File: config.mk
export PLATFORM = sky130hd
export DESIGN_NAME = mul_div_unit_flat
export DESIGN_NICKNAME = d
export VERILOG_FILES = /design/src/rtl/mul_div_if.sv /design/src/rtl/mul_div_unit.sv /design/src/flat_wrapper.sv
export SDC_FILE = /design/constraint.sdc
export NUM_CORES = 1
export LEC_CHECK = 0
export ABC_AREA = 0
export CAP_MARGIN = 10
export CORE_MARGIN = 4
export CORE_UTILIZATION = 35
export CTS_CLUSTER_DIAMETER = 200
export CTS_CLUSTER_SIZE = 24
export DETAILED_ROUTE_END_ITERATION = 8
export SLEW_MARGIN = 10
export SYNTH_ARGS = -nofsm -noshare
export SYNTH_HDL_FRONTEND = slang
export SYNTH_SLANG_ARGS = --single-unit
File: constraint.sdc
create_clock -name clk -period 9.1 [get_ports clk]
set_clock_uncertainty 0.2 [all_clocks]
set_input_delay 1.365 -clock clk [delete_from_list [all_inputs] [get_ports clk]]
set_output_delay 1.365 -clock clk [all_outputs]
set_load 0.05 [all_outputs]
File: src/rtl/mul_div_if.sv
// Request/response bundle for mul_div_unit: master drives Start/Op/operands,
// slave returns Busy/Done/Result.
interface mul_div_if #(parameter int D_WIDTH = 32);
  logic               Start;
  logic [1:0]         Op;
  logic [D_WIDTH-1:0] SrcA;
  logic [D_WIDTH-1:0] SrcB;
  logic               Busy;
  logic               Done;
  logic [D_WIDTH-1:0] Result;

  modport master (output Start, Op, SrcA, SrcB, input Busy, Done, Result);
  modport slave  (input Start, Op, SrcA, SrcB, output Busy, Done, Result);
endinterface

File: src/rtl/mul_div_unit.sv
// Iterative RV32M divide/remainder unit (radix-2 restoring, one bit per cycle).
// MUL_DIV_EARLY_OUT_EN: divide-by-zero and signed overflow bypass CALC.
module mul_div_unit #(
  parameter int D_WIDTH = 32
) (
  input  logic       clk,
  input  logic       rst_n,
  mul_div_if.slave   bus
);
  localparam int CW = (D_WIDTH > 2) ? $clog2(D_WIDTH) : 1;
  localparam logic [CW-1:0]      LAST    = CW'(D_WIDTH - 1);
  localparam logic [D_WIDTH-1:0] MOST_NEG = {1'b1, {(D_WIDTH-1){1'b0}}};

  typedef enum logic [1:0] {IDLE, CALC, ADJUST} state_t;

  state_t             r_state;
  logic               r_busy, r_done;
  logic [D_WIDTH-1:0] r_result;
  logic [CW-1:0]      r_cnt;
  logic [D_WIDTH-1:0] r_quo, r_rem, r_b, r_a_raw;
  logic               r_is_rem, r_neg_q, r_neg_r, r_div0, r_ovf;

  // Op[0] = unsigned, Op[1] = remainder
  logic               w_signed, w_a_neg, w_b_neg, w_div0, w_ovf;
  logic [D_WIDTH-1:0] w_a_mag, w_b_mag;
  state_t             w_accept_state;

  always_comb begin
    w_signed = ~bus.Op[0];
    w_a_neg  = w_signed & bus.SrcA[D_WIDTH-1];
    w_b_neg  = w_signed & bus.SrcB[D_WIDTH-1];
    w_a_mag  = w_a_neg ? (~bus.SrcA + 1'b1) : bus.SrcA;
    w_b_mag  = w_b_neg ? (~bus.SrcB + 1'b1) : bus.SrcB;
    w_div0   = (bus.SrcB == '0);
    w_ovf    = w_signed && (bus.SrcA == MOST_NEG) && (bus.SrcB == '1);
`ifdef MUL_DIV_EARLY_OUT_EN
    w_accept_state = (w_div0 || w_ovf) ? ADJUST : CALC;
`else
    w_accept_state = CALC;
`endif
  end

  // One restoring step: shift next dividend bit into the partial remainder,
  // subtract the divisor when it fits.
  logic [D_WIDTH:0]   w_shift, w_diff;
  logic               w_fits;
  logic [D_WIDTH-1:0] w_rem_nxt, w_quo_nxt;

  always_comb begin
    w_shift   = {r_rem, r_quo[D_WIDTH-1]};
    w_diff    = w_shift - {1'b0, r_b};
    w_fits    = ~w_diff[D_WIDTH];
    w_rem_nxt = w_fits ? w_diff[D_WIDTH-1:0] : w_shift[D_WIDTH-1:0];
    w_quo_nxt = {r_quo[D_WIDTH-2:0], w_fits};
  end

  logic [D_WIDTH-1:0] w_q_fix, w_r_fix, w_result;

  always_comb begin
    w_q_fix = r_neg_q ? (~r_quo + 1'b1) : r_quo;
    w_r_fix = r_neg_r ? (~r_rem + 1'b1) : r_rem;
    // Special cases are resolved explicitly so early-out needs no iteration data
    if (r_div0)     w_result = r_is_rem ? r_a_raw : '1;
    else if (r_ovf) w_result = r_is_rem ? '0 : MOST_NEG;
    else            w_result = r_is_rem ? w_r_fix : w_q_fix;
  end

  always_ff @(posedge clk or negedge rst_n) begin
    if (!rst_n) begin
      r_state  <= IDLE;
      r_busy   <= 1'b0;
      r_done   <= 1'b0;
      r_result <= '0;
      r_cnt    <= '0;
      r_quo    <= '0;
      r_rem    <= '0;
      r_b      <= '0;
      r_a_raw  <= '0;
      r_is_rem <= 1'b0;
      r_neg_q  <= 1'b0;
      r_neg_r  <= 1'b0;
      r_div0   <= 1'b0;
      r_ovf    <= 1'b0;
    end else begin
      r_done <= 1'b0;
      case (r_state)
        IDLE: if (bus.Start) begin
          r_quo    <= w_a_mag;
          r_rem    <= '0;
          r_b      <= w_b_mag;
          r_a_raw  <= bus.SrcA;
          r_is_rem <= bus.Op[1];
          r_neg_q  <= w_a_neg ^ w_b_neg;
          r_neg_r  <= w_a_neg;
          r_div0   <= w_div0;
          r_ovf    <= w_ovf;
          r_cnt    <= '0;
          r_busy   <= 1'b1;
          r_state  <= w_accept_state;
        end
        CALC: begin
          r_rem <= w_rem_nxt;
          r_quo <= w_quo_nxt;
          r_cnt <= r_cnt + 1'b1;
          if (r_cnt == LAST) r_state <= ADJUST;
        end
        ADJUST: begin
          r_result <= w_result;
          r_done   <= 1'b1;
          r_busy   <= 1'b0;
          r_state  <= IDLE;
        end
        default: r_state <= IDLE;
      endcase
    end
  end

  assign bus.Busy   = r_busy;
  assign bus.Done   = r_done;
  assign bus.Result = r_result;
endmodule

File: src/flat_wrapper.sv
// flat-port wrapper written by rule: the top's interface ports become plain ports
module mul_div_unit_flat 
#(
  parameter int D_WIDTH = 32
)
  (clk, rst_n, bus_Start, bus_Op, bus_SrcA, bus_SrcB, bus_Busy, bus_Done, bus_Result);
  mul_div_if #(.D_WIDTH(D_WIDTH)) bus_i ();
  input  logic clk;
  input  logic rst_n;
  input wire logic [$bits(bus_i.Start)-1:0] bus_Start;
  input wire logic [$bits(bus_i.Op)-1:0] bus_Op;
  input wire logic [$bits(bus_i.SrcA)-1:0] bus_SrcA;
  input wire logic [$bits(bus_i.SrcB)-1:0] bus_SrcB;
  output wire logic [$bits(bus_i.Busy)-1:0] bus_Busy;
  output wire logic [$bits(bus_i.Done)-1:0] bus_Done;
  output wire logic [$bits(bus_i.Result)-1:0] bus_Result;
  assign bus_i.Start = bus_Start;
  assign bus_i.Op = bus_Op;
  assign bus_i.SrcA = bus_SrcA;
  assign bus_i.SrcB = bus_SrcB;
  assign bus_Busy = bus_i.Busy;
  assign bus_Done = bus_i.Done;
  assign bus_Result = bus_i.Result;
  mul_div_unit #(.D_WIDTH(D_WIDTH)) u_core (.clk(clk), .rst_n(rst_n), .bus(bus_i));
endmodule
### Word level (Yosys, flattened, before mapping)

Index checks and enable logic that the tools add are counted.
W data, S select, Z words.

| operators by class | value |
|---|---|
| add/subtract/negate cells | 6 |
| equality and inequality tests | 7 |
| mux-type cells | 22 |
| bitwise operators | 9 |
| reduce and logical (&&, ||, !) cells | 10 |

Operators by type and width:

| kind | count |
|---|---|
| $mux W32 | 12 |
| $add A32 B1 Y32 const B | 4 |
| $not A32 Y32 | 4 |
| $pmux W32 S2 | 2 |
| $eq A32 B32 Y1 const B | 2 |
| $sub A33 B32 Y33 | 1 |
| $logic_not A32 Y1 | 1 |
| $pmux W5 S2 | 1 |
| $reduce_and A2 Y1 | 4 |
| $add A5 B1 Y5 const B | 1 |
| $eq A5 B5 Y1 const B | 1 |
| $mux W5 | 1 |
| $mux W2 | 2 |
| $pmux W2 S2 | 1 |
| $reduce_bool A2 Y1 | 2 |
| $and A1 B1 Y1 | 2 |
| $eq A2 B1 Y1 const B | 1 |
| $eq A2 B2 Y1 const B | 1 |
| $logic_and A1 B1 Y1 | 2 |
| $logic_not A2 Y1 | 1 |
| $mux W1 | 2 |
| $ne A2 B1 Y1 const B | 1 |
| $ne A2 B2 Y1 const B | 1 |
| $not A1 Y1 | 2 |
| other kinds (2) | 2 |

| word-level totals | value |
|---|---|
| register bits after elaboration | 174 |
| output and inout port bits | 34 |
| word-level logic and storage cells | 68 |

### Depth between registers and ports, before layout

Gate-level depths: netlist of the first run.

| depth | value |
|---|---|
| depth in word-level cells | 6 |
| depth in mapped cells | 14 |
| gate-level depth less buffers | 13 |

### Worst setup path before layout of the first run

No wires, ideal clock.

| timing | value |
|---|---|
| path type | input port to flip-flop |
| start point | input bus_SrcB[12] |
| end point | register u_core.r_b[25] |
| arrival | 3237 ps |
| required time | 8767 ps |
| setup slack | 5530 ps |
| stages | 8 |
| path buffers | 0 |
| cells stage by stage | or4_1 > nor4_1 > nand2b_1 > nor4_1 > and3_1 > a21oi_1 > xnor2_1 > o21ai_0 |

| between the ends | value |
|---|---|
| cells in the longest elaborated chain, start to end | 3 |

RTL lines:

| item | RTL line | source |
|---|---|---|
| start, declared | flat_wrapper.sv:13 | `input wire logic [$bits(bus_i.SrcB)-1:0] bus_SrcB;` |
| $not A32 Y32 | mul_div_unit.sv:33 | `w_b_mag = w_b_neg ? (~bus.SrcB + 1'b1) : bus.SrcB;` |
| $add A32 B1 Y32 | mul_div_unit.sv:33 |  |
| $mux W32 | mul_div_unit.sv:33 |  |
| end signal, assigned | mul_div_unit.sv:90 | `r_b <= w_b_mag;` |
| end, declared | mul_div_unit.sv:20 | `logic [D_WIDTH-1:0] r_quo, r_rem, r_b, r_a_raw;` |

Every way passes these cells.
A chain may end at the register's enable or synchronous reset.

### Worst setup path in the final report of the first run

| timing | value |
|---|---|
| start point | input bus_SrcA[6] |
| end point | register u_core.r_quo[30] |

| between the ends | value |
|---|---|
| cells in the longest elaborated chain, start to end | 5 |

RTL lines:

| item | RTL line | source |
|---|---|---|
| start, declared | flat_wrapper.sv:12 | `input wire logic [$bits(bus_i.SrcA)-1:0] bus_SrcA;` |
| $not A32 Y32 | mul_div_unit.sv:32 | `w_a_mag = w_a_neg ? (~bus.SrcA + 1'b1) : bus.SrcA;` |
| $add A32 B1 Y32 | mul_div_unit.sv:32 |  |
| $mux W32 | mul_div_unit.sv:32 |  |
| $mux W32 | mul_div_unit.sv:87 | `IDLE: if (bus.Start) begin` |
| $pmux W32 S2 | mul_div_unit.sv:86 | `case (r_state)` |
| end signal, assigned | mul_div_unit.sv:88 | `r_quo <= w_a_mag;` |
| end signal, assigned | mul_div_unit.sv:103 | `r_quo <= w_quo_nxt;` |
| end, declared | mul_div_unit.sv:20 |  |

Every way passes these cells. The select of a mux whose other input is x is not followed.

==> metrics.md, run 1 <==
| Metric | Value |
|---|---|
| Status | completed |
| Die area | 37100 sq um |
| Post-synth cell types | a little over 70 |
| CTS tree | yes |
| Internal Pwr Total | 2.86 mW |
| RSZ-0062 raised after global routing | false |
| Core box area | 33500 sq um |
| Cell Area, Synth | between 10000 and 15000 sq um |
| Pleak | 5.79 nW |
| Post-CTS Setup Bufs | 0 |
| Sequential share of power | 28.3% |
| Final Max Slew Viols | 0 |
| Worst-path fanout max | 6 |
| Largest area contributor in the netlist | dfrtp_1 |
| Pwr dens | between 300 and 400 nW/um^2 |
| Synth area leaders | dfrtp_1 (37%), nand2_1 (8.6%), o21ai_0 (5.6%) |
| Clk_lat worst skew | between 0.4 and 0.5 ns |
| Data arrival time of the worst path | 4.22 ns |
| Worst VDD drop | 0.161 mV |
| Initial antenna violation count | 0 |
| Switching power total | roughly 2.5 mW |
| Post-DRT Antenna Nets | 0 |
| Synth-to-Final Area Change | 16.3% |
| First-pass GRT wire length | 56.6 mm |
| Critical Path Sink Type | flip-flop |
| I/O pin cnt | 103 |
| Width of the die | a little under 200 um |
| Per-cell routed wire length | 17.8 um |
| Fin util | between 40% and 50% |
| Ys Warns | 0 |
| Setup_tns | 0 ns |
| Max-slew headroom | 20.2% |
| Critical path launch point type | primary input |
| Max incr delay on CP | 0.67 ns |
| Syn Area/Cell | 8.19 sq um |
| Crit path kind | primary input to flip-flop |
| Buf+Inv Stages, Crit Path | 1 |
| Final hold violations | 0 |
| WP data required | 9.19 ns |
| Via density | between 5 and 6 |
| Fin crit period | a little over 4 ns |
| Fin cells | 1966 |
| Drt initial violations | 740 |
| # diodes | 0 |
| Post-Syn Nets | 1565 |
| Crit path max-delay cell type | nor4b_2 |
| Hold Path Class | flip-flop to flip-flop |
| Initial Util | 35.6% |
| Max Cap Viol | 0 |
| Mapped Cells | 1456 |
| Vias in the first global route | 10568 |
| Final Wtd Congestion | 0.888 |
| Sequential element share of the synthesized area | 36.5% |
| Yosys reg bits | 174 |
| Primary FF master, synth | dfrtp_1 |
| Worst slew pin tran | 1.19 ns |
| Post-synth top area share | a little over a third |
| Placed inst area | 13300 sq um |
| Routed wire length | 34.9 mm |
| FMAX | 243 MHz |
| Post-synth EDFFs | 0 |
| Total chip power | 5.35 mW |
| Design Area, Final | roughly 14000 sq um |
| Vias | 10730 |
| Remaining DRCs | 0 |
| Clock root cell | clkbuf_16 |
| Clock Path Buffers | 2 |
| CP Cell Sequence | clkdlybuf4s50_1 > or4_1 > nor4b_2 > nand2_1 > nor2_1 > a21oi_1 > xnor2_1 > o21ai_0 |
| Cts bufs inserted | 17 |
| Cts-stage hold buffer count | 0 |
| Top Family by Delay on Critical Path | simple AND/OR/NAND/NOR gates |
| Num Clock Sinks | 174 |
| Die Height | 193 um |
| Commonest non-fill, non-tap cells in the layout | nand2_1 (273), dfrtp_1 (173), o21ai_0 (134), clkdlybuf4s50_1 (101), a21oi_1 (83) |
| Commonest non-fill, non-tap cell in the layout | nand2_1 |
| Nets@finish | 1614 |
| Share of flip-flops with an asynchronous set or reset | 100% |
| Final setup violation count | 0 |
| Post-DP HPWL | approximately 26 mm |
| GRT Util Overall | 19.0% |
| Fraction of layout cells with a size suffix above 1 | 4.28% |
| Largest net degree at the start of global routing | 106 |
| Post-Place Cells | 1934 |
| Input/output buffers | 102 |
| Grt total ovfl | 0 |
| Comb power frac | 57.9% |
| Sw Ratio | 46.5% |
| Fin crit share | 45.3% |
| CTS clk-pin slew, worst paths | roughly 0.08 ns |
| Site Rows | 67 |
| Power share of the clock group | 13.8% |
| Post-CTS Resized | 0 |
| Drt pass-1 iters | 6 |
| H-tree lvl count | 4 |
-- synthesized netlist by cell type, types with 4 or more instances --
master	instances
nand2_1	274
dfrtp_1	174
o21ai_0	134
a21oi_1	83
xnor2_1	75
xor2_1	72
clkbuf_1	71
nor2_1	67
inv_1	51
o21ai_1	50
ha_1	39
o31ai_1	36
a22oi_1	30
mux2i_1	28
nor3_1	24
a21o_1	22
nand3_1	18
nand2b_1	17
nand4_1	13
nor2b_1	12
o211ai_1	12
o22ai_1	12
o41ai_1	12
nor4_1	10
or3_1	9
and2_1	8
or4_1	8
a221oi_1	7
a31oi_1	7
buf_1	7
a21boi_0	5
o21a_1	5
a22o_1	4
and3_1	4
buf_2	4
o21bai_1	4
-- area by class of cell --
class,instances,area (sq um)
fill,3410,19700
multi-input combinational,1147,7080
sequential,174,4360
timing repair buffer,113,1100
tap,448,561
clock buffer,18,429
inverter,52,195
clock inverter,14,145
-- power groups by stage --
stage	sequential (mW)	combinational [mW]	clock [mW]
after CTS	1.51	3.10	0.755
after detailed placement	1.53	3.08	0
after floorplan	1.36	2.50	0
final	1.52	3.10	0.737
after global routing	1.57	3.50	0.788
after global placement	1.52	3.04	0
-- flip-flops by register name, indices dropped and copies added (netlist names), 2 cells and up --
signal             cells
u_core.r_b            32
u_core.r_cnt           5
u_core.bus.Result     32
u_core.r_quo          32
u_core.r_rem          32
u_core.r_state         2
u_core.r_a_raw        32
-- worst paths after layout --
path / startpoint / end / slack [ns] / cells after the start
min in group asynchronous: rst_n / u_core.r_a_raw[30] / 0.83 / 1
min: u_core.bus.Result[21] / u_core.bus.Result[21] / 0.28 / 1
max: bus_SrcA[6] / u_core.r_quo[30] / 4.98 / 8
min reg2reg: u_core.bus.Result[21] / u_core.bus.Result[21] / 0.28 / 1
max in group asynchronous: rst_n / u_core.r_div0 / 6.28 / 2
max reg2reg: u_core.r_quo[31] / u_core.r_rem[26] / 5.06 / 14
-- kinds of logic (layout without fill, tap and decap cells) --
logic type	after synthesis	count (layout)	share of synthesized area, %
and+or+nand+nor	479	479	18.0
DFF	174	174	36.5
xor gates and xnor gates	148	148	11.0
adders and majority gates	40	40	4.26
buffers and inverters	135	197	4.32
AOI/OAI and AO/OA	451	451	23.4
muxes	29	29	2.44
-- routing by layer --
metal	wire, um	GRT usage, %	share of wire (%)	vias up
met5	0	0	0	-
met4	927	6.14	2.7	0
met3	1200	2.42	3.4	53
met2	16800	31.6	48	246
met1	16000	25.8	46	5191
li1	-	-	-	5240
-- stage by stage --
| stage | hold slack, ns | worst slack [ns] |
|---|---|---|
| final | 0.277 | 4.98 |
| after global routing | 0.300 | 4.80 |
| after CTS | 0.280 | 5.07 |
| after detailed placement | 0.263 | 4.61 |
| after global placement | 0.257 | 4.69 |
| after floorplan | 0.240 | 5.53 |
(Power assumes the default switching activity.)
==> run 2: changes to the inputs <==
- clock period: 9.1 -> 3.4 ns (I/O delays scaled with it)
==> run 2 against run 1 <==
Effect of this change: global-route usage up 0.68 points; design area up 6.1%; die area unchanged; flip-flop and latch count unchanged; the run now ends with negative setup slack left; sequential share of layout area down 1.8 points; count of clock-buffer cells in the layout up 6.
==> metrics.md, run 2 (synthesis gave the netlist of run 1 again) <==
| Metric | Value |
|---|---|
| Critical path launch point type | flip-flop (was primary input) |
| Worst slew pin tran | 0.893 ns (was 1.19 ns) |
| Fin crit period | 3.42 ns |
| Post-DRT Antenna Nets | 0 (unchanged) |
| Design Area, Final | 14700 sq um (was 13900 sq um) |
| Fin crit share | 100% |
| Final hold violations | 0 (unchanged) |
| WP data required | 3.53 ns (was 9.19 ns) |
| RR Endpoint | u_core.r_rem[26] (unchanged) |
| Placed inst area | 13900 sq um (was 13300 sq um) |
| Synth-to-Final Area Change | 23.4% (was 16.3%) |
| Die Height | 193 um (unchanged) |
| Largest net degree at the start of global routing | 74 (was 106) |
| CTS tree | yes (unchanged) |
| Site Rows | 67 (unchanged) |
| Grt total ovfl | 0 (unchanged) |
| Worst Reg-to-Reg Cells | 15 (was 14) |
| GRT Util Overall | 19.7% (was 19.0%) |
| Drt pass-1 iters | 7 (was 6) |
| Critical Path Sink Type | flip-flop (unchanged) |
| Final Wtd Congestion | 0.885 (was 0.888) |
| Nets@finish | 1698 (was 1614) |
| Commonest non-fill, non-tap cells in the layout | nand2_1 (273), dfrtp_1 (173), o21ai_0 (134), clkdlybuf4s50_1 (101), buf_4 (86) (was nand2_1 (273), dfrtp_1 (173), o21ai_0 (134), clkdlybuf4s50_1 (101), a21oi_1 (83)) |
| Critical path endpoint | u_core.r_rem[26] (was u_core.r_quo[30]) |
| Layer with the highest usage | met2 (unchanged) |
| Pwr dens | 1080 nW/um^2 (was 386 nW/um^2) |
| # diodes | 0 (unchanged) |
| Vias in the first global route | 10746 (was 10568) |
| Worst VDD drop | 0.595 mV (was 0.161 mV) |
| Core box area | 33500 sq um (unchanged) |
| Setup_tns | -0.0260 ns (was 0 ns) |
| Final Max Slew Viols | 0 (unchanged) |
| Vias | 11063 (was 10730) |
| I/O pin cnt | 103 (unchanged) |
| Routed wire length | 36.4 mm (was 34.9 mm) |
| First-pass GRT wire length | 58.2 mm (was 56.6 mm) |
| RR Startpoint | u_core.r_quo[31] (unchanged) |
| Max-slew headroom | 40.2% (was 20.2%) |
| Num Clock Sinks | 174 (unchanged) |
| Max Cap Viol | 0 (unchanged) |
| Crit path kind | flip-flop to flip-flop (was primary input to flip-flop) |
| Die area | 37100 sq um (unchanged) |
| Clock Path Buffers | 2 (unchanged) |
| Initial antenna violation count | 0 (unchanged) |
| Fin util | 43.9% (was 41.4%) |
| Total chip power | 16.0 mW (was 5.35 mW) |
| H-tree lvl count | 4 (unchanged) |
| Per-cell routed wire length | 17.7 um (was 17.8 um) |
| Final WS setup | -0.0167 ns (was 4.98 ns) |
| Flop-to-flop setup slack | -0.02 ns (was 5.06 ns) |
| Area of the multi-input gates | 7190 sq um (was 7080 sq um) |
| Met2 Use GR | 32.1% (was 31.6%) |
| Pleak | 6.24 nW (was 5.79 nW) |
| Via density | 5.40 (was 5.46) |
| Clock root cell | clkbuf_16 (unchanged) |
| CP startpoint | u_core.r_quo[31] (was bus_SrcA[6]) |
| Met1 Track Usage GR | 26.8% (was 25.8%) |
| RSZ-0062 raised after global routing | true (was false) |
| Drt initial violations | 863 (was 740) |
| Remaining DRCs | 0 (unchanged) |
| Final setup violation count | 2 (was 0) |
| Data arrival time of the worst path | 3.54 ns (was 4.22 ns) |
| Width of the die | 193 um (unchanged) |
| Failing checks | negative setup slack |
| CTS clk-pin slew, worst paths | 0.07 ns (was 0.08 ns) |
| Hold Path Class | flip-flop to flip-flop (unchanged) |
| Fraction of layout cells with a size suffix above 1 | 10.2% (was 4.28%) |
| Filler instances | 3383 (was 3410) |
| Met3 Track Usage GR | 2.68% (was 2.42%) |
| Input/output buffers | 102 (unchanged) |
| FMAX | 293 MHz |
| Post-DP HPWL | 26.9 mm (was 25.7 mm) |
| Commonest non-fill, non-tap cell in the layout | nand2_1 (unchanged) |
| Status | complete, but fails checks (was completed) |
| Cts bufs inserted | 17 (unchanged) |
| Register Area | 4360 sq um (unchanged) |
| DP Worst Slack | 0.00110 ns (was 4.61 ns) |
| Worst-path fanout max | 6 (unchanged) |
| Initial Util | 35.6% (unchanged) |
| Clk_lat worst skew | 0.44 ns (was 0.45 ns) |
[run 2: layout make-up]
type | instances | share of cell area [%]
Tap cell | 448 | 3.81
Inverter | 52 | 1.33
Clock inverter | 8 | 0.714
Sequential cell | 174 | 29.6
Clock buffer | 24 | 3.34
Multi-Input combinational cell | 1147 | 48.8
Timing Repair Buffer | 197 | 12.4
[run 2: per-layer routing]
metal  part of all wire [%]  vias up
li1                       -     5422
met1                     46     5351
met2                     48      238
met3                    3.5       52
met4                    2.7        0
met5                      0        -
[run 2: how the worst min path moves through the flow]
stage / start / end / cells past startpoint
2_1_floorplan: rst_n / u_core.bus.Busy / 0
3_3_place_gp: u_core.r_a_raw[29] / u_core.r_a_raw[29] / 2
3_5_place_dp: u_core.r_a_raw[14] / u_core.r_a_raw[14] / 2
4_1_cts: u_core.r_a_raw[29] / u_core.r_a_raw[29] / 2
5_1_grt: u_core.r_cnt[3] / u_core.r_cnt[3] / 1
6_report: u_core.bus.Result[17] / u_core.bus.Result[17] / 2
[run 2: critical path: stages, from the launching register on]
cell      delay, ns
dfrtp_1        0.39
inv_2          0.08
ha_4           0.14
fa_2           0.22
nand2b_4       0.14
a21oi_2        0.06
o211ai_1       0.27
nand3_2        0.18
a311oi_4       0.38
o211ai_1       0.15
a21oi_2        0.26
xnor2_4        0.11
buf_12         0.15
buf_8          0.12
or2_0          0.19
a32o_1         0.24
[run 2: timing repair]
action	CTS	global route
endpoints found under the hold margin	70	0
gates resized for setup	0	25
hold buffers	1	0
setup buffers	0	7
endpoints found under the setup margin	0	34
[run 2: report_power, final]
part / internal, mW / leakage [nW] / switching [mW]
Sequential: 2.95 / 2.20 / 0.943
Clock: 1.16 / 0.283 / 0.869
Combinational: 4.70 / 3.75 / 5.33
Total: 8.81 / 6.24 / 7.14
[run 2: per-stage QoR]
| step | hold slack [ns] | instances |
|---|---|---|
| 6_report | 0.274 | 2050 |
| 3_5_place_dp | 0.264 | 2008 |
| 3_3_place_gp | 0.260 | 2008 |
| 4_1_cts | 0.280 | 2041 |
| 5_1_grt | 0.300 | 2050 |
| 2_1_floorplan | 0.0144 | 1456 |
==> run 3: changes to the inputs <==
--- a/config.mk
+++ b/config.mk
@@ -13,4 +13,6 @@
 export CTS_CLUSTER_SIZE = 24
 export DETAILED_ROUTE_END_ITERATION = 8
+export RECOVER_POWER = 100
+export SETUP_SLACK_MARGIN = 0.4
 export SLEW_MARGIN = 10
 export SYNTH_ARGS = -nofsm -noshare
==> constraint.sdc (replaced) <==
create_clock -name clk -period 3.4 [get_ports clk]
set_clock_uncertainty 0.2 [all_clocks]
set_input_delay 0.51 -clock clk [delete_from_list [all_inputs] [get_ports clk]]
set_output_delay 0.51 -clock clk [all_outputs]
set_load 0.01 [all_outputs]
==> run 3 against run 2 <==
Effect of this change: the flow finishes with violations (max-capacitance violations, max-slew violations); critical path depth shrank 1; count of clock-buffer cells in the layout shrank 5; utilization grew 0.78 points; maximum frequency grew 3.7%; non-clock buffer count grew 11; worst setup slack gained 0.12 ns; clock power is essentially flat; die area is the same; sequential share of layout area shrank 0.49 points; highest routed layer unchanged.
==> metrics.md, run 3 (synthesis gave the netlist of run 1 again) <==
| Metric | Value |
|---|---|
| Hold slack | 0.271 ns (was 0.274 ns) |
| Largest net degree at the start of global routing | 126 (was 74) |
| # diodes | 0 (unchanged) |
| Worst VDD drop | 0.662 mV (was 0.595 mV) |
| GRT Util Overall | 20.2% (was 19.7%) |
| Via density | 5.37 (was 5.40) |
| Worst slew pin tran | 1.56 ns (was 0.893 ns) |
| Pleak | 6.43 nW (was 6.24 nW) |
| Commonest non-fill, non-tap cells in the layout | nand2_1 (271), dfrtp_1 (170), o21ai_0 (139), buf_4 (86), a21oi_1 (80) (was nand2_1 (273), dfrtp_1 (173), o21ai_0 (134), clkdlybuf4s50_1 (101), buf_4 (86)) |
| Final setup violation count | 0 (was 2) |
| Final Wtd Congestion | 0.866 (was 0.885) |
| Vias | 11070 (was 11063) |
| RR Endpoint | u_core.r_rem[12] (was u_core.r_rem[26]) |
| Critical Path Sink Type | flip-flop (unchanged) |
| Die area | 37100 sq um (unchanged) |
| Fin crit period | 3.29 ns (was 3.42 ns) |
| Hold Path Class | flip-flop to flip-flop (unchanged) |
| Initial Util | 35.6% (unchanged) |
| Status | complete, but fails checks (unchanged) |
| RSZ-0062 raised after global routing | true (unchanged) |
| Hold depth | 2 (unchanged) |
| Final Max Slew Viols | 57 (was 0) |
| Post-DP HPWL | 27.9 mm (was 26.9 mm) |
| Clock root cell | clkbuf_16 (unchanged) |
| Grt total ovfl | 0 (unchanged) |
| Site Rows | 67 (unchanged) |
| Clock Path Buffers | 2 (unchanged) |
| Drt initial violations | 1008 (was 863) |
| Core box area | 33500 sq um (unchanged) |
| WP data required | 3.52 ns (was 3.53 ns) |
| I/O pin cnt | 103 (unchanged) |
| RR Startpoint | u_core.r_b[0] (was u_core.r_quo[31]) |
| Fraction of layout cells with a size suffix above 1 | 12.4% (was 10.2%) |
| Critical path launch point type | flip-flop (unchanged) |
| Post-DRT Antenna Nets | 0 (unchanged) |
| Worst Reg-to-Reg Cells | 14 (was 15) |
| Max Cap Viol | 1 (was 0) |
| Setup_tns | 0 ns (was -0.0260 ns) |
| H-tree lvl count | 4 (unchanged) |
| Failing checks | max-capacitance violations, max-slew violations (was negative setup slack) |
| First-pass GRT wire length | 59.8 mm (was 58.2 mm) |
| Cts bufs inserted | 17 (unchanged) |
| CTS tree | yes (unchanged) |
| Nets@finish | 1709 (was 1698) |
| Max-slew headroom | -3.94% (was 40.2%) |
| Input/output buffers | 102 (unchanged) |
| Pwr dens | 1100 nW/um^2 (was 1080 nW/um^2) |
| FMAX | 304 MHz (was 293 MHz) |
| Flop-to-flop setup slack | 0.11 ns (was -0.02 ns) |
| Width of the die | 193 um (unchanged) |
| CTS clk-pin slew, worst paths | 0.07 ns (about the same) |
| Final hold violations | 0 (unchanged) |
| Die Height | 193 um (unchanged) |
| Commonest non-fill, non-tap cell in the layout | nand2_1 (unchanged) |
| Data arrival time of the worst path | 3.41 ns (was 3.54 ns) |
| Num Clock Sinks | 174 (unchanged) |
| Synth-to-Final Area Change | 25.7% (was 23.4%) |
| Initial antenna violation count | 0 (unchanged) |
| Worst Hold Launch | u_core.r_a_raw[20] (was u_core.bus.Result[17]) |
| Fin crit share | 96.9% (was 100%) |
| Drt pass-1 iters | 5 (was 7) |
| Crit path kind | flip-flop to flip-flop (unchanged) |
| Worst-path fanout max | 10 (was 6) |
| Remaining DRCs | 0 (unchanged) |
| Per-cell routed wire length | 18.3 um (was 17.7 um) |
| Clk_lat worst skew | 0.44 ns (about the same) |
| Hold EP | u_core.r_a_raw[20] (was u_core.bus.Result[17]) |
| Vias in the first global route | 10758 (was 10746) |
| Routed wire length | 37.8 mm (was 36.4 mm) |
-- run 3: worst max-delay path, stage by stage (launching register included) --
cell	delay (ns)
dfrtp_1	0.44
ha_4	0.20
fa_2	0.35
nand2b_4	0.15
a21oi_2	0.14
o211ai_1	0.18
nand3_2	0.14
a311oi_2	0.12
o211ai_1	0.21
a21oi_2	0.12
xnor2_4	0.31
buf_6	0.16
buf_12	0.14
nor2_1	0.05
a221o_1	0.26
-- run 3: area by class of cell --
cell class,count,area [sq um]
Fill cell,3371,18500
Multi-Input combinational cell,1147,7380
Sequential cell,174,4360
Timing Repair Buffer,208,1900
Tap cell,448,561
Clock buffer,19,443
Inverter,52,195
Clock inverter,13,151
-- run 3: repair_timing --
| item | in CTS | in global routing |
|---|---|---|
| pin swaps | 9 | 13 |
| setup buffers | 14 | 8 |
| gates cloned | 2 | 0 |
| gates resized for setup | 16 | 51 |
| endpoints found under the hold margin | 53 | 0 |
| endpoints found under the setup margin | 41 | 71 |
| hold buffers | 1 | 0 |
-- run 3: where the power goes --
| group | internal [mW] | switching (mW) |
|---|---|---|
| sequential | 2.95 | 0.939 |
| clock | 1.12 | 0.926 |
| combinational | 5.03 | 5.52 |
-- run 3: per-stage QoR --
stage | cells | util, % | setup WS, ns | instance area, sq um | power [mW]
2_1_floorplan | 1456 | - | 0.344 | 12000 | 10.6
3_3_place_gp | 2004 | 41.7 | 0.0275 | 14000 | 13.2
3_5_place_dp | 2004 | 41.7 | -0.0395 | 14000 | 13.3
4_1_cts | 2053 | 44.2 | 0.135 | 14800 | 16.1
5_1_grt | 2061 | 44.7 | -0.0760 | 15000 | 17.8
6_report | 2061 | 44.7 | 0.105 | 15000 | 16.5
-- run 3: how the worst max path moves through the flow --
stage                           startpoint  cells after the start                to
after detailed placement      bus_SrcB[12]                      9    u_core.r_b[25]
after global placement        bus_SrcB[12]                      9    u_core.r_b[25]
after floorplan           u_core.r_quo[31]                     14  u_core.r_rem[12]
after CTS                 u_core.r_quo[31]                     15  u_core.r_rem[12]
after global routing      u_core.r_quo[31]                     15   u_core.r_quo[0]
final                        u_core.r_b[0]                     14  u_core.r_rem[12]
-- run 3: routing by layer --
layer / GRT usage [%] / vias up / share of wire, %
met4: 3.98 / 0 / 1.4
met1: 28.7 / 5346 / 47
li1: - / 5429 / -
met2: 33.4 / 258 / 48
met5: 0 / - / 0
met3: 2.33 / 37 / 3.8
==> RTL edit 1 (settings of run 2) <==
`D_WIDTH` is set to 32 in 3 places; all go to 16.
--- a/src/rtl/mul_div_if.sv
+++ b/src/rtl/mul_div_if.sv
@@ -1,6 +1,6 @@
 // Request/response bundle for mul_div_unit: master drives Start/Op/operands,
 // slave returns Busy/Done/Result.
-interface mul_div_if #(parameter int D_WIDTH = 32);
+interface mul_div_if #(parameter int D_WIDTH = 16);
   logic               Start;
   logic [1:0]         Op;
   logic [D_WIDTH-1:0] SrcA;
--- a/src/rtl/mul_div_unit.sv
+++ b/src/rtl/mul_div_unit.sv
@@ -1,7 +1,7 @@
 // Iterative RV32M divide/remainder unit (radix-2 restoring, one bit per cycle).
 // MUL_DIV_EARLY_OUT_EN: divide-by-zero and signed overflow bypass CALC.
 module mul_div_unit #(
-  parameter int D_WIDTH = 32
+  parameter int D_WIDTH = 16
 ) (
   input  logic       clk,
   input  logic       rst_n,
--- a/src/flat_wrapper.sv
+++ b/src/flat_wrapper.sv
@@ -1,7 +1,7 @@
 // flat-port wrapper written by rule: the top's interface ports become plain ports
 module mul_div_unit_flat 
 #(
-  parameter int D_WIDTH = 32
+  parameter int D_WIDTH = 16
 )
   (clk, rst_n, bus_Start, bus_Op, bus_SrcA, bus_SrcB, bus_Busy, bus_Done, bus_Result);
   mul_div_if #(.D_WIDTH(D_WIDTH)) bus_i ();
Ports: changed (resized bus_Result, bus_SrcA and bus_SrcB); port bits go from 103 to 55. No check against the original RTL was run, so the function may have changed too.
==> RTL edit 1 against run 2 <==
Cell count down 51%. Die area fell by 47%. Routed wire length is 54% lower. Via count fell by 51%. Total power fell by 55%. Cell area shrank 51%. Setup slack better by 230 ps. Critical endpoint is now u_core.r_rem[14]. Sequential share of layout area increased by 2.7 points. Largest power group unchanged. Area after synthesis fell by 48%. Sequential cell count is 81 lower.
==> RTL edit 1: results (changes against run 2) <==
Clock tree
  • Number of CTS-inserted buffers: 9 (-8)
  • Post-CTS Resized: 0 (unchanged)
  • # H-tree levels: 3 (-1)
  • Clock insertion delay at the later pin of the skew report: 350 ps (-90 ps)
  • Clock sinks: 93 (-47%)
  • Clock root buffer: clkbuf_16

Timing
  • Hold slack: 3.93 ps (-270 ps)
  • Worst-Margin Slew: 775 ps (-118 ps)

Setup path
  • Slowest-stage cell, CP: o311a_4
  • CP top delay family: compound AO/OA/AOI/OAI gates
  • Critical path class: register to register
  • R2R cell count: 11 (-4)
  • Worst-path fanout max: 21 (+15)
  • R2r startpoint: u_core.r_quo[15]
  • Max incr delay on CP: 490 ps (+100 ps)
  • Worst Setup EP: u_core.r_rem[14]
  • Crit path DAT: 3200 ps (-340 ps)
  • Reg2reg setup slack: 210 ps (+230 ps)

Placement
  • Routability cong.: 0.860 (-2.7%)
  • Detailed Place HPWL: 12300 um (-54%)
  • Input/output buffers: 54 (-47%)

Layout
  • Signal buffers: 69 (-65%)
  • Multi-In Gates: 570 (-50%)
  • Share of layout cells above drive strength 1: 5.12% (-5.1 points)
  • Nets: 838 (-51%)
  • Sequential Area: 0.00233 mm^2 (-47%)
  • Non-clk buf share: 9.20% (-3.2 points)
  • Layout fillers: 1745 (-48%)
  • Clk_buf instances: 10 (-58%)
  • Inverter count: 35 (-33%)
  • Multi-input combinational area share: 48.9% (+0.092 points)
  • Clock Network Area Fraction: 3.84% (-0.22 points)

Logic synthesis
  • Mux share of post-synthesis cell area: 2.30% (-0.14 points)
  • Adder-Cell Fraction of Synth Area: 4.81% (+0.55 points)
  • Mapped Nets: 798 (-49%)
  • Sequential area share after synthesis: 37.9% (+1.4 points)
  • Top post-synthesis cells by area: dfrtp_1, nand2_1, o21ai_0
  • Synth Area in Compound Gates: 23.2% (-0.20 points)
  • Xor/xnor share of the synthesized area: 9.27% (-1.8 points)
  • Synth cell count leaders: nand2_1, dfrtp_1, o21ai_0
  • Synth unique cells: 58 (-18%)

Drt
  • WL final: 16700 um (-54%)
  • Routed vias/inst: 5.34 (-0.98%)
  • Detailed Route Iter0 Violations: 473 (-45%)
  • TritonRoute pass-1 iters: 5 (-2)

Power and ir drop
  • Register share of total power: 29.3% (+4.9 points)
  • Pleak: 3.06 nW (-51%)
  • Maximum vdd drop: 0.394 mV (-34%)
  • Psw: 0.00333 W (-53%)
  • Clock group: 0.000963 W (-53%)
  • Sw frac: 46.0% (+1.2 points)

Outcome
  • Outcome: completed

GRT
  • Number of global-route vias before repair: 4965 (-54%)
  • First-pass GRT wire length: 26900 um (-54%)
  • Maximum number of pins on one net before global-route repair: 68 (-8.1%)
  • Antenna violations before repair: 0 (unchanged)
  • GR Util All Layers: 16.8% (-2.9 points)

Min path
  • Hold crit path type: input port to asynchronous set/reset pin
-- RTL edit 1: cell count changes after synthesis, sizes merged, moves of 14 or more --
cell	run 2	this run
a21o	22	8
a21oi	84	39
a22oi	30	14
clkbuf	71	36
dfrtp	174	93
ha	39	22
inv	51	35
mux2i	28	13
nand2	274	132
nor2	67	32
o21ai	185	89
o31ai	38	20
xnor2	76	35
xor2	72	30
-- RTL edit 1: stage by stage --
stage | cells | util (%) | setup slack, ps | cell area [um^2]
after floorplan | 738 | - | 464 | 6140
after global placement | 992 | 40.2 | 279 | 6930
final | 1007 | 41.8 | 211 | 7200
after global routing | 1007 | 41.8 | 5.85 | 7200
after CTS | 1007 | 41.8 | 209 | 7200
after detailed placement | 992 | 40.2 | 233 | 6930
-- RTL edit 1: per-layer routing --
layer	up-vias	share of wire (%)	track usage, %	wire length [um]
met2	127	43	24.6	7200
met1	2539	50	25.2	8390
met5	-	0	0	0
met3	23	4.8	2.90	809
met4	0	1.8	5.46	301
li1	2692	-	-	-
==> RTL edit 2 (flow settings as in run 2) <==
Made on the original files. Make the reset (`rst_n`) synchronous in one clocked block.
--- a/src/rtl/mul_div_unit.sv
+++ b/src/rtl/mul_div_unit.sv
@@ -65,7 +65,7 @@
     else            w_result = r_is_rem ? w_r_fix : w_q_fix;
   end
 
-  always_ff @(posedge clk or negedge rst_n) begin
+  always_ff @(posedge clk) begin
     if (!rst_n) begin
       r_state  <= IDLE;
       r_busy   <= 1'b0;
Formal check against the unedited RTL: differs if rst_n is asserted again (counterexample within 4 cycles, from zero or initial values and one cycle with rst_n low); with rst_n held inactive, the same outputs for 10 cycles.
==> RTL edit 2 against run 2 <==
Cell area is 3.5% lower. Critical path type unchanged. Largest cell class unchanged. Highest routed layer unchanged. Core utilization down 1.4 points. Area after synthesis down 0.61%. Routed wire length increased by 15%. Sequential cell count did not move. Setup slack better by 290 ps.
Power is not compared: it rests on default switching activity, and its combinational part moved more than twofold at a synthesized area within 25%.
==> RTL edit 2: results (changes against run 2) <==
Outcome
  • Outcome: completed

Power and ir drop
  • Comb power frac: 21.6%
  • Maximum vdd drop: 0.351 mV
  • Seq. pwr: ~0.0022 W
  • Pwr top: sequential cells

Drt
  • TritonRoute pass-1 iters: 5 (-2)
  • Wirelength per Cell: 19.9 um (+12%)
  • Detailed Route Iter0 Violations: 1075 (+25%)
  • DR WL met2: 18900 um (+8.6%)
  • Wire length on met3: 2610 um (+110%)
  • Max layer used: met4
  • Vias: 11800 (+6.3%)
  • Metal1 wirelength: 18400 um (+9.4%)

GRT
  • Met3 GRT Util: 3.36% (+0.69 points)
  • Met1 Use GR: 29.4% (+2.6 points)
  • M2 GR Usage: 36.1% (+4.0 points)
  • First-pass GRT wire length: 64100 um (+10%)
  • Maximum number of pins on one net before global-route repair: 106 (+43%)
  • GR Util All Layers: 22.3% (+2.6 points)
  • Number of global-route vias before repair: 11100 (+3.5%)

Setup path
  • Worst-path fanout max: 3 (-3)
  • Slowest-stage cell, CP: or4b_1
  • Max incr delay on CP: 480 ps (+90 ps)
  • R2r startpoint: u_core.r_quo[31]
  • Worst Setup EP: u_core.r_rem[26]
  • Worst setup startpoint: u_core.r_quo[31]
  • R2R cell count: 11 (-4)
  • CP top delay family: compound AO/OA/AOI/OAI gates
  • Crit path DAT: 3290 ps (-250 ps)

Timing
  • Endpoints failing setup: 0 (-2)
  • Min Tclk post-route: 3120 ps (-293 ps)
  • Worst-Margin Slew: 958 ps (+65.2 ps)

Logic synthesis
  • Adder-Cell Fraction of Synth Area: 4.29% (+0.026 points)
  • Mux share of post-synthesis cell area: 2.40% (-0.048 points)
  • Most used flip-flop cell after synthesis: dfxtp_1
  • Ys async rst share: 0% (-100 points)
  • Top post-synthesis cells by area: dfxtp_1, nand2_1, xnor2_1
  • Mapped Nets: 1636 (+4.5%)
  • Xor/xnor share of the synthesized area: 10.0% (-0.98 points)
  • Synth Instances: 1527 (+4.9%)
  • Sequential area share after synthesis: 29.4% (-7.1 points)
  • Yosys Warn Count: 0 (unchanged)
  • Synth unique cells: 87 (+23%)
  • Synth Area in Compound Gates: 27.9% (+4.5 points)
  • Synth cell count leaders: nand2_1, dfxtp_1, o21ai_0

Layout
  • Final std cells w/o fill: 2090 (+2.0%)
  • ANT cells: 0 (unchanged)
  • Nets: 1738 (+2.4%)
  • Share of layout cells above drive strength 1: 8.65% (-1.6 points)

Placement
  • Cells after DPL: 2058 (+2.5%)
  • Routability cong.: 0.914 (+3.3%)
  • Detailed Place HPWL: 31400 um (+16%)
  • Post-place setup slack: 33.9 ps (+32.7 ps)

Min path
  • Min-delay src: u_core.bus.Result[31]
  • Hold path endpoint: u_core.bus.Result[31]
  • Worst Hold Path Cells: 1 (-1)

Clock tree
  • # H-tree levels: 4 (unchanged)
[RTL edit 2: cell type report]
type / instances / area [um^2]
Timing Repair Buffer: 179 / 1630
Sequential cell: 174 / 3480
Tap cell: 448 / 561
Fill cell: 3377 / 19200
Inverter: 53 / 199
Clock inverter: 13 / 134
Clock buffer: 19 / 453
Multi-Input combinational cell: 1204 / 7740
[RTL edit 2: through the flow]
| step | total power [W] | utilization, % | cell area (um^2) | hold WS, ps |
|---|---|---|---|---|
| 5_1_grt | 0.00561 | 42.5 | 14200 | 277 |
| 3_3_place_gp | 0.00340 | 40.7 | 13600 | 241 |
| 6_report | 0.00538 | 42.5 | 14200 | 263 |
| 2_1_floorplan | 0.00298 | - | 11900 | 236 |
| 4_1_cts | 0.00540 | 42.4 | 14200 | 261 |
| 3_5_place_dp | 0.00341 | 40.7 | 13600 | 245 |
[RTL edit 2: what timing repair did]
action | 4_1_cts | 5_1_grt
buffers inserted | 0 | 0
resized for setup | 0 | 4
setup endpoints to repair | 0 | 7
